File: config.mk
export PLATFORM = sky130hd
export DESIGN_NAME = decode_operand_stage
export DESIGN_NICKNAME = d
export VERILOG_FILES = /design/src/rtl/decode_operand_stage.sv
export SDC_FILE = /design/constraint.sdc
export NUM_CORES = 2
export LEC_CHECK = 0
export BUFFER_PORTS_ARGS = -buffer_cell sky130_fd_sc_hd__clkbuf_2
export CORE_UTILIZATION = 45
export CTS_CLUSTER_DIAMETER = 40
export DETAILED_ROUTE_END_ITERATION = 7
export PLACE_DENSITY = 0.57
export SYNTH_ARGS = -nofsm -noshare
export SYNTH_HDL_FRONTEND = slang
export SYNTH_SLANG_ARGS = --single-unit
File: constraint.sdc
create_clock -name clk -period 5.2 [get_ports clk]
set_input_delay 0 -clock clk [delete_from_list [all_inputs] [get_ports clk]]
set_output_delay 0 -clock clk [all_outputs]
set_load 0.01 [all_outputs]
File: src/rtl/decode_operand_stage.sv
// ============================================================================
// decode_operand_stage : RV32I R/I-type decode and operand fetch feeding the ALU
// Revision: 1.0
// ============================================================================
`default_nettype none

module decode_operand_stage #(
  parameter int WORD_SIZE = 32,
  parameter int NUM_REGS  = 32
) (
  input  logic                 clk,
  input  logic                 rst_n,
  input  logic                 instr_valid,
  output logic                 instr_ready,
  input  logic [31:0]          instr,
  input  logic                 wb_en,
  input  logic [4:0]           wb_addr,
  input  logic [WORD_SIZE-1:0] wb_data,
  output logic                 ex_valid,
  input  logic                 ex_ready,
  output logic [6:0]           ex_funct7,
  output logic [2:0]           ex_funct3,
  output logic [WORD_SIZE-1:0] ex_source1,
  output logic [WORD_SIZE-1:0] ex_source2,
  output logic [4:0]           ex_rd,
  output logic                 illegal
);

  localparam logic [6:0] C_OP_R = 7'b0110011;
  localparam logic [6:0] C_OP_I = 7'b0010011;

  typedef enum logic [0:0] {
    S_EMPTY = 1'b0,
    S_FULL  = 1'b1
  } state_e;

  state_e                 state_q;
  logic [6:0]             funct7_q;
  logic [2:0]             funct3_q;
  logic [WORD_SIZE-1:0]   source1_q;
  logic [WORD_SIZE-1:0]   source2_q;
  logic [4:0]             rd_q;
  logic                   illegal_q;
  logic [WORD_SIZE-1:0]   regs_q [NUM_REGS];

  logic [6:0]             opcode;
  logic [4:0]             rs1;
  logic [4:0]             rs2;
  logic                   is_r;
  logic                   is_i;
  logic                   accept;
  logic                   load;
  logic                   transfer;
  logic [6:0]             funct7_d;
  logic [WORD_SIZE-1:0]   source1_d;
  logic [WORD_SIZE-1:0]   source2_d;

  assign opcode   = instr[6:0];
  assign rs1      = instr[19:15];
  assign rs2      = instr[24:20];
  assign is_r     = (opcode == C_OP_R);
  assign is_i     = (opcode == C_OP_I);

  assign ex_valid    = (state_q == S_FULL);
  assign instr_ready = !ex_valid || ex_ready;
  assign accept      = instr_valid && instr_ready;
  assign load        = accept && (is_r || is_i);
  assign transfer    = ex_valid && ex_ready;

  // Same-cycle write-back wins over the stale register contents.
  function automatic logic [WORD_SIZE-1:0] read_operand(input logic [4:0] addr);
    if (addr == 5'd0)
      return '0;
    else if (wb_en && (wb_addr == addr))
      return wb_data;
    else
      return regs_q[addr];
  endfunction

  always_comb begin
    source1_d = read_operand(rs1);
    source2_d = '0;
    funct7_d  = 7'd0;
    if (is_r) begin
      source2_d = read_operand(rs2);
      funct7_d  = instr[31:25];
    end else begin
      source2_d = {{(WORD_SIZE-12){instr[31]}}, instr[31:20]};
      // Only shifts carry a meaningful funct7; addi must never become a subtract.
      if ((instr[14:12] == 3'b001) || (instr[14:12] == 3'b101))
        funct7_d = instr[31:25];
    end
  end

  always_ff @(posedge clk or negedge rst_n) begin
    if (!rst_n) begin
      state_q   <= S_EMPTY;
      funct7_q  <= '0;
      funct3_q  <= '0;
      source1_q <= '0;
      source2_q <= '0;
      rd_q      <= '0;
      illegal_q <= 1'b0;
    end else begin
      illegal_q <= accept && !(is_r || is_i);
      if (load) begin
        state_q   <= S_FULL;
        funct7_q  <= funct7_d;
        funct3_q  <= instr[14:12];
        source1_q <= source1_d;
        source2_q <= source2_d;
        rd_q      <= instr[11:7];
      end else if (transfer) begin
        state_q   <= S_EMPTY;
      end
    end
  end

  always_ff @(posedge clk or negedge rst_n) begin
    if (!rst_n) begin
      for (int i = 0; i < NUM_REGS; i++)
        regs_q[i] <= '0;
    end else if (wb_en && (wb_addr != 5'd0)) begin
      regs_q[wb_addr] <= wb_data;
    end
  end

  assign ex_funct7  = funct7_q;
  assign ex_funct3  = funct3_q;
  assign ex_source1 = source1_q;
  assign ex_source2 = source2_q;
  assign ex_rd      = rd_q;
  assign illegal    = illegal_q;

endmodule

`default_nettype wire

# Yosys cells after proc, flatten, opt, wreduce, memory -nomap -nowiden
# Index checks and enable logic that the tools add are counted.
# classes
n_lt_le_gt_ge	4
n_eq_ne	6
n_mux	18
n_bitwise	3
reduce_logical	17
# ops
operator	count
$bwmux W1024	1
$bmux W32 S5	2
$mux W32	10
$demux W32 S5	1
$ge A6 B6 Y1 const B	3
$not A5 Y6	3
$mux W7	2
$eq A5 B5 Y1	2
$logic_not A5 Y1	2
$logic_and A1 B1 Y1	8
$eq A7 B5 Y1 const B	1
$eq A7 B6 Y1 const B	1
$lt A6 B1 Y1 const B	1
$reduce_bool A5 Y1	1
$eq A3 B1 Y1 const B	1
$eq A3 B3 Y1 const B	1
$logic_or A1 B1 Y1	3
$logic_not A1 Y1	2
$mux W1	2
$reduce_bool A2 Y1	1
# word_totals
regBits	1105
out_inout_bits	82
elab_cells	87

# Depth between registers and ports, before layout
# depth
ltp_word	7
ltp_mapped	10
depth_no_buf	6

# Worst setup path after synthesis
# No wires, ideal clock.
# synth_timing
path_kind	input to register
startpoint	in instr[15]
endpoint	reg source1_q[10] (netlist: ex_source1[10])
setup_time_ps	124
t_arrival_ps	1741
t_required_ps	5076
setup_slack_ps	3335
stages	7
path_buffers	3
path_cell_list	buf_2 buf_6 buf_2 mux4_2 mux4_2 a22oi_1 nand2_1
# synth_between
elab_chain_len	6
elab_cells_between_ends	9
cone_classes	eq/ne (1); mux (5); bitwise (1); reduce/logical (2)
# synth_rtl
item	line	rtl
start, declared	15	input logic [31:0] instr,
$not A5 Y6 (implied by the code)	77	return regs_q[addr];
$bmux W32 S5	77	
$mux W32 (implied by the code) (2 in series)	77	
$mux W32	74	else if (wb_en && (wb_addr == addr))
$mux W32 (*)	72	if (addr == 5'd0)
end signal, assigned	110	source1_q <= source1_d;
end, declared	40	logic [WORD_SIZE-1:0] source1_q;
# Mark *: on every way between the ends. The rest lies on a longest branch, timed or not. The select of a mux whose other input is x is not followed.
# A chain may end at the register's enable or synchronous reset.

# Worst setup path after layout
# layout_timing
startpoint	reg state_q (netlist: ex_valid)
endpoint	reg source2_q[14] (netlist: ex_source2[14])
# layout_between
elab_chain_len	4
# layout_rtl
item	line	rtl
start, declared	37	state_e state_q;
start signal, assigned	97	state_q <= S_EMPTY;
start signal, assigned	107	state_q <= S_FULL;
start signal, assigned	114	state_q <= S_EMPTY;
$logic_not A1 Y1	65	assign instr_ready = !ex_valid || ex_ready;
$logic_or A1 B1 Y1	65	
$logic_and A1 B1 Y1	66	assign accept = instr_valid && instr_ready;
$logic_and A1 B1 Y1	67	assign load = accept && (is_r || is_i);
end signal, assigned	111	source2_q <= source2_d;
end, declared	41	logic [WORD_SIZE-1:0] source2_q;
# No other way between the ends.

==> results.cfg <==
[critical_path]
crit_path_start_kind = register
path_class = reg2reg
cp.required_ps = 5920
ff2ff_path_depth = 8
reg2reg_to = ex_source2[14]$_DFFE_PN0P_
arrival_ps = 3820
rrSetupSlack_ps = 2100
cp_max_fo = 44
slowest_stage = buf_4
reg2reg_from = ex_valid$_DFFE_PN0P_
cp-end-kind = register
crit_path_cell_trace = nand2b_1 > nand2_1 > nor2b_4 > buf_4 > nor2_1 > a2111oi_0 > o2bb2ai_1 > dlygate4sd3_1
slowest_delay_ps = 720

[placement]
dpl.hpwl_um = 106700
placedInstanceArea_mm2 = 0.05963
portBuffers = 155
dp.cells = 5141
gp_congestion = 0.8099
dp_slack_ps = 2135

[synth]
ys_types = 50
synth.area.top_cells = dfrtp_1, mux4_2, mux2_2
netlist_area_mm2 = 0.05758
synth.top_cell.area_share = 0.4803
yosys_most_used_dff = dfrtp_1
postSynthCellCount = 3670
synth_edf_count = 0
ys_seq_elements = 1105
synthArstFlopShare = 1.000
synth_warnings = 0
ys_seq_area_frac = 0.4803
yosys.area.top_type = dfrtp_1
syn_avg_cell_area_um2 = 15.69
syn-num-nets = 3744

[hold_path]
hp-class = in2reg
worstHoldEndpoint = ex_source2[27]$_DFFE_PN0P_
min_from = instr[21]
hold_depth = 5

[sta]
rsz0062_at_grt = false
slew_headroom = 0.1844
fmax_ghz = 0.3226
fin_crit_sh = 0.5960
holdWs_ps = 51.67
setup_violations = 0
clock_skew_ps = 25.64
worst_slew_pin_slew_ps = 1221
worst_slack_ps = 2101
fin_tns_setup_ps = 0
timing.final.crit_period_ps = 3099
hold_viol = 0
slew_violations = 0

[clock_network]
clk_path_buf_depth = 3
clk_latency_ps = 790
tritoncts = built
cts.sinks = 1105
cts_resized = 0
cts_buffers = 168
clk_pin_slew_worst_paths_ps = 50
h-tree-depth = 4
clock-root-buffer = clkbuf_16
postCtsSetupRepairBufs = 0

[detailed_routing]
vias = 36610
wl_um = 190800
drtIter0Drc = 3422
via_per_inst = 6.625
dr.pass1.iters = 7
drc = 0
antenna_left = 0
routedWlPerCell_um = 34.52

[floorplanning]
row_count = 130
die_width_um = 359.7
dieArea_mm2 = 0.1294
coreArea_mm2 = 0.1262
ios = 156
fp.dieH_um = 359.7
initial_core_util = 0.4561

[global_routing]
track_usage = 0.2999
grt_max_degree = 123
grt_pass1_vias = 39184
grt_pass1_wl_um = 281500
antenna_found_initial = 11
overflow = 0

[power]
p_total_mw = 28.17
power_density_mw_per_mm2 = 425.3
ir_drop_mv = 0.3005
leakagePower_nw = 28.47

[final_layout]
final_cell_mix = dfrtp_1, mux2_2, mux4_2
drive_gt1_frac = 0.5606
fill_cells = 10155
finalInstanceArea_mm2 = 0.06622
areaGrowthSynthToFinish_pct = 15.02
utilization = 0.5247
layout.nets = 3804
fin_cells = 5526
layout_commonest_cell = dfrtp_1

[status]
status = completed

[run]
maxCapViolCount = 0
-- how the worst max path moves through the flow --
stage	start	end	slack [ps]	cells past startpoint
after floorplan	instr[15]	ex_source1[10]$_DFFE_PN0P_	3330	7
after global placement	instr[22]	ex_source2[2]$_DFFE_PN0P_	2120	8
after detailed placement	instr[22]	ex_source2[8]$_DFFE_PN0P_	2140	8
after CTS	ex_valid$_DFFE_PN0P_	ex_source2[14]$_DFFE_PN0P_	2190	8
after global routing	ex_valid$_DFFE_PN0P_	ex_source2[14]$_DFFE_PN0P_	1880	8
final	ex_valid$_DFFE_PN0P_	ex_source2[14]$_DFFE_PN0P_	2100	8
-- cell type report --
type | count | area [µm²] | area share
inverter | 2 | 7.507 | 0.0001134
timing repair buffer | 311 | 2432 | 0.03673
antenna | 5 | 12.51 | 0.0001889
clock buffer | 201 | 4522 | 0.06828
sequential | 1105 | 27650 | 0.4175
multi-input combinational | 2142 | 28180 | 0.4256
tap | 1650 | 2064 | 0.03117
clock inverter | 110 | 1350 | 0.02039
-- worst max-delay path, delay by kind of cell, from the launching register on --
| family | cells | cell delay [ps] |
|---|---|---|
| buffers and inverters | 2 | 1290 |
| and+or+nand+nor | 4 | 800 |
| AOI/OAI and AO/OA | 2 | 530 |
| DFF | 1 | 390 |
-- power breakdown --
part | internal (mW) | switching (mW) | leakage [nW] | total, mW
logic | 3.02 | 1.88 | 11.4 | 4.90
clock network | 7.41 | 4.39 | 2.85 | 11.8
registers | 10.2 | 1.25 | 14.2 | 11.5
-- cells in the mapped netlist (all sizes together), types with 3 or more instances --
cell,count
a2111oi,8
a211oi,23
a21oi,47
a221oi,10
a22oi,69
a31oi,12
and3,3
buf,192
clkbuf,229
dfrtp,1105
mux2,997
mux2i,49
mux4,595
nand2,121
nand2b,15
nand3,6
nand3b,5
nand4,3
nand4b,6
nor2,55
nor2b,34
nor3,3
nor3b,5
nor4,4
o21ai,15
o22ai,21
o2bb2ai,9
xor2,8
-- flip-flops by register name, summed over array words and instances (netlist names) --
| signal | flops |
|---|---|
| ex_funct3 | 3 |
| ex_funct7 | 7 |
| ex_rd | 5 |
| ex_source1 | 32 |
| ex_source2 | 32 |
| ex_valid | 1 |
| illegal | 1 |
| regs_q | 1024 |
-- routing by layer --
layer	vias to the layer above	routed length, µm	track usage
li1	14407	-	-
met1	20110	81160	0.4226
met2	1710	87230	0.4492
met3	367	16160	0.07993
met4	16	6043	0.1043
met5	-	167	0.004070
-- cells by family (layout without fill, tap and decap cells) --
family,Yosys count,in the layout,synth area share
AO/OA/AOI/OAI,220,220,0.02597
XOR/XNOR,10,10,0.001521
buffers and inverters,423,624,0.03344
flip-flops,1105,1105,0.4803
multiplexers,1641,1641,0.4363
other,0,5,0
AND/OR/NAND/NOR,271,271,0.02254
-- repair_timing --
action	in CTS	in global routing
hold endpoints to repair	903	0
hold buffers	69	0
endpoints found under the setup margin	0	0
Power figures use the tool's default switching activity.
